File: src/rtl/thermocouple_spi_responder.sv
// thermocouple_spi_responder: MAX31855-style SPI responder that shifts a 32-bit temperature/fault frame on miso.
// Optional THERMOCOUPLE_FAULT_STICKY_EN latches fault inputs until the next frame completes.
module thermocouple_spi_responder #(
    parameter int CONV_CYCLES = 200,
    parameter int CBITS = 8
) (
    input  logic        clk,
    input  logic        rst,
    input  logic [13:0] tc_temp,
    input  logic [11:0] junction_temp,
    input  logic        fault_oc,
    input  logic        fault_scg,
    input  logic        fault_scv,
    input  logic        sck,
    input  logic        cs_n,
    output logic        miso,
    output logic        miso_oe,
    output logic        conv_busy,
    output logic        frame_done
);
    typedef enum logic [1:0] {CONV, READY, SHIFT} state_t;
    state_t state;
    logic [CBITS-1:0] cnt;
    logic [31:0] snapshot, sr, frame;
    logic [5:0] bcnt;
    logic [1:0] cs_q, sck_q;
    logic cs_d, sck_d, cs_s, sck_s, cs_fall, cs_rise, sck_fall;
    logic [2:0] f;
    assign cs_s = cs_q[1];
    assign sck_s = sck_q[1];
    assign cs_fall = cs_d & ~cs_s;
    assign cs_rise = ~cs_d & cs_s;
    assign sck_fall = sck_d & ~sck_s;
`ifdef THERMOCOUPLE_FAULT_STICKY_EN
    logic [2:0] sticky;
    always_ff @(posedge clk)
        if (rst || frame_done) sticky <= '0;
        else sticky <= sticky | {fault_scv, fault_scg, fault_oc};
    assign f = sticky;
`else
    assign f = {fault_scv, fault_scg, fault_oc};
`endif
    assign frame = {tc_temp, 1'b0, |f, junction_temp, 1'b0, f};
    assign miso_oe = ~cs_s;
    assign conv_busy = state == CONV;
    // Bit 31 must be on miso in the very cycle the falling cs_n is seen, before sr is loaded.
    assign miso = ~cs_s & (state == SHIFT ? sr[31] & ~bcnt[5] : snapshot[31]);
    always_ff @(posedge clk) begin
        if (rst) begin
            state <= CONV;
            cnt <= '0;
            snapshot <= '0;
            sr <= '0;
            bcnt <= '0;
            frame_done <= 1'b0;
            cs_q <= 2'b11;
            cs_d <= 1'b1;
            sck_q <= 2'b00;
            sck_d <= 1'b0;
        end else begin
            cs_q <= {cs_q[0], cs_n};
            cs_d <= cs_s;
            sck_q <= {sck_q[0], sck};
            sck_d <= sck_s;
            frame_done <= 1'b0;
            case (state)
                CONV: begin
                    if (cs_fall) begin
                        state <= SHIFT;
                        sr <= snapshot;
                        bcnt <= '0;
                    end else if (cnt == CBITS'(CONV_CYCLES - 1)) begin
                        snapshot <= frame;
                        cnt <= '0;
                        state <= READY;
                    end else cnt <= cnt + 1'b1;
                end
                READY: begin
                    if (cs_fall) begin
                        state <= SHIFT;
                        sr <= snapshot;
                        bcnt <= '0;
                    end
                end
                default: begin
                    if (cs_rise) begin
                        state <= CONV;
                        cnt <= '0;
                    end else if (sck_fall && !bcnt[5]) begin
                        sr <= {sr[30:0], 1'b0};
                        bcnt <= bcnt + 1'b1;
                        frame_done <= bcnt == 6'd31;
                    end
                end
            endcase
        end
    end
endmodule
File: config.mk
export PLATFORM = sky130hd
export DESIGN_NAME = thermocouple_spi_responder
export DESIGN_NICKNAME = d
export VERILOG_FILES = /design/src/rtl/thermocouple_spi_responder.sv
export SDC_FILE = /design/constraint.sdc
export NUM_CORES = 1
export LEC_CHECK = 0
export CORE_UTILIZATION = 35
export CTS_BUF_LIST = sky130_fd_sc_hd__clkbuf_2 sky130_fd_sc_hd__clkbuf_4 sky130_fd_sc_hd__clkbuf_8
export DETAILED_ROUTE_END_ITERATION = 8
export PLACE_DENSITY = 0.55
export SETUP_SLACK_MARGIN = 0.3
export SLEW_MARGIN = 20
export SYNTH_ARGS = -nofsm -noshare
export SYNTH_HDL_FRONTEND = slang
export SYNTH_SLANG_ARGS = --single-unit
File: constraint.sdc
create_clock -name clk -period 2.6 [get_ports clk]
set_clock_uncertainty 0.2 [all_clocks]
set_input_delay 0.26 -clock clk [delete_from_list [all_inputs] [get_ports clk]]
set_output_delay 0.26 -clock clk [all_outputs]
set_load 0.05 [all_outputs]
==> results.toml <==
[status]
status = "complete, no violations"

[worst_setup_path]
endpoint_kind = "primary output"
regToRegSetupSlack_ps = 540
crit_arrival_ps = 1660
crit_type = "register to primary output"
start_kind = "register"
r2r_end = "cnt[6]"
crit_fanout = 4
r2r-start = "state[1]"
worst-r2r-cell-count = 5
required_ps = 2140

[detailed_routing]
drc = 0
firstDrtPassIters = 4
met2_length_um = 3214
dr_total_vias = 2740
wl_met1_um = 3459
drt-total-wl_um = 6981
routed_via_density = 4.928
wl_met3_um = 229
drtIter0Drc = 77
wl_per_cell_um = 12.56
ant_nets = 0
top_layer_used = "met4"

[timing]
max_slew_margin_pct = 67.33
fin_tns_setup_ps = 0
tightest_slew_ps = 488.6
setup_violations = 0
slew_violations = 0
max_freq_ghz = 0.4715
hold_viol = 0
min_period_ps = 2121
finalCritPeriodShare_pct = 81.58
rsz0062_at_grt = "no"

[pwr]
power_density_nw_per_um2 = 586.4
power_leakage_uw = 0.001305
vdd_drop_max_mv = 0.2777
p_total_uw = 2417

[synth]
async_reset_ff_share_pct = 0
yosys_warnings = 0
ys_seq_area_share_pct = 49.13
yosysUniqueCellTypes = 42
netlist.area_leader.share_pct = 49.13
synth_area_per_cell_um2 = 8.768
syn-num-nets = 430
synthTopCellsByArea = "dfxtp_1 (49%), mux2i_1 (8.4%), nand2_1 (6.9%), a211oi_1 (6.3%), a21oi_1 (6.2%)"
netlist_instances = 395
synth_edf_count = 0
syn_area_um2 = 3463
ys.flop_type = "dfxtp_1"
synth_seq_cells = 85
synth_area_leader_cell = "dfxtp_1"

[global_routing]
grt_overflow = 0
antenna_found_initial = 0
grt_pass1_wl_um = 11870
grt_max_degree = 47
track_usage_pct = 14.81
grt_pass1_vias = 2531

[floorplanning]
ios = 37
start_util_pct = 36.78
die_x_um = 101.5
die_h_um = 101.5
rows = 35
die_area_um2 = 10300
core_area_um2 = 9415

[placed_design]
hpwl_um = 4638
io_buffers = 36
placed_cell_area_um2 = 3935
routabilityCongestion = 0.7369

[clock_network]
cts_max_path_buffers = 2
path_clk_slew_ps = 70
ctsRootBufferMaster = "clkbuf_8"
worstSkewPairLatency_ps = 350
numCtsBuffers = 9
tritoncts = "built"
cts_resized = 0
htree_levels = 3
clkSinkCount = 85

[final_layout]
final_area_um2 = 4121
final_layout_size_suffix_gt1_share_pct = 9.133
multiInputGateArea_um2 = 1624
finalCoreUtilization_pct = 43.77
layout.nets = 457
layout_commonest_cell = "dfxtp_1"
regArea_um2 = 1703
areaGrowthSynthToFinish_pct = 19.00
insertedDiodeCount = 0
fillers = 944
final_cell_mix = "dfxtp_1 (84), nand2_1 (64), a21oi_1 (42)"

[hold_path]
hp-start = "cs_q[0]"
holdPathStages = 1
hp-class = "register to register"
whs_endpoint = "cs_q[1]"

[run]
maxCapViolations = 0
[timing repair]
action / CTS / global route
setup endpoints to repair: 0 / 0
hold buffers: 1 / 0
endpoints found under the hold margin: 1 / 0
buffers inserted: 0 / 0
[critical path: stages, from the launching register on]
cell     delay, ps
dfxtp_2        350
inv_1           60
or4b_1         520
a21oi_2        220
buf_12         160
[layout make-up]
type	count	share of cell area, %
Sequential cell	85	41.32
Multi-Input combinational cell	278	39.41
Timing Repair Buffer	45	10.81
Tap cell	129	3.916
Clock buffer	11	3.673
Clock inverter	5	0.6072
Inverter	3	0.2732
[per-stage QoR]
| stage | std cells | setup WS [ps] | hold WS (ps) |
|---|---|---|---|
| floorplan | 395 | 483.7 | 163.8 |
| global placement | 539 | 588.5 | 214.5 |
| detailed placement | 539 | 543.1 | 199.3 |
| CTS | 556 | 456.6 | 226.9 |
| global route | 556 | 321.7 | 247.8 |
| finish | 556 | 479.0 | 225.4 |
[registers in the layout (all words and copies together), names as in the netlist]
name        cells
cs_q            2
sr             32
snapshot       30
cnt             8
sck_q           2
sck_d           1
state           2
frame_done      1
cs_d            1
bcnt            6
[worst max-delay path by stage]
stage | endpoint | startpoint | depth (start not counted) | slack [ps]
floorplan | miso | state[1] | 4 | 480
global placement | cnt[6] | state[1] | 5 | 590
detailed placement | cnt[6] | state[1] | 5 | 540
CTS | miso | state[1] | 4 | 460
global route | sr[2] | cs_d | 5 | 320
finish | miso | state[1] | 4 | 480
[power by group]
group	internal, µW	leakage [µW]	switching [µW]
Sequential	1340	0.000690	25.6
Clock	391	0.0000986	450
Combinational	107	0.000516	103
Total	1840	0.00130	579
[metal layers]
metal	global-route usage [%]	vias up
met4	4.682	0
met1	18.65	1261
met3	4.555	7
li1	-	1435
met5	0	-
met2	24.23	37
[Yosys cell counts (2+ instances only)]
cell	n
a211oi_1	29
nand4_1	6
nand2_1	64
nor2_1	39
buf_2	11
o22a_1	2
a21oi_1	43
nand2b_1	3
ha_1	2
nand3_1	11
or3_1	5
o21ai_0	8
inv_1	2
nor3_1	3
mux2i_1	29
mux2_2	2
nor2b_1	4
nor4_1	3
nor3b_1	3
dfxtp_1	85
and4_1	2
clkbuf_1	17
or2_2	3
[kinds of logic after synthesis]
kind of cell	after synthesis	synth area share (%)
xor gates and xnor gates	2	0.5059
adders and majority gates	2	0.7224
AOI/OAI and AO/OA	89	15.68
DFF	85	49.13
muxes	31	9.032
buffers and inverters	32	4.082
and+or+nand+nor	154	20.85
(Power assumes the default switching activity.)
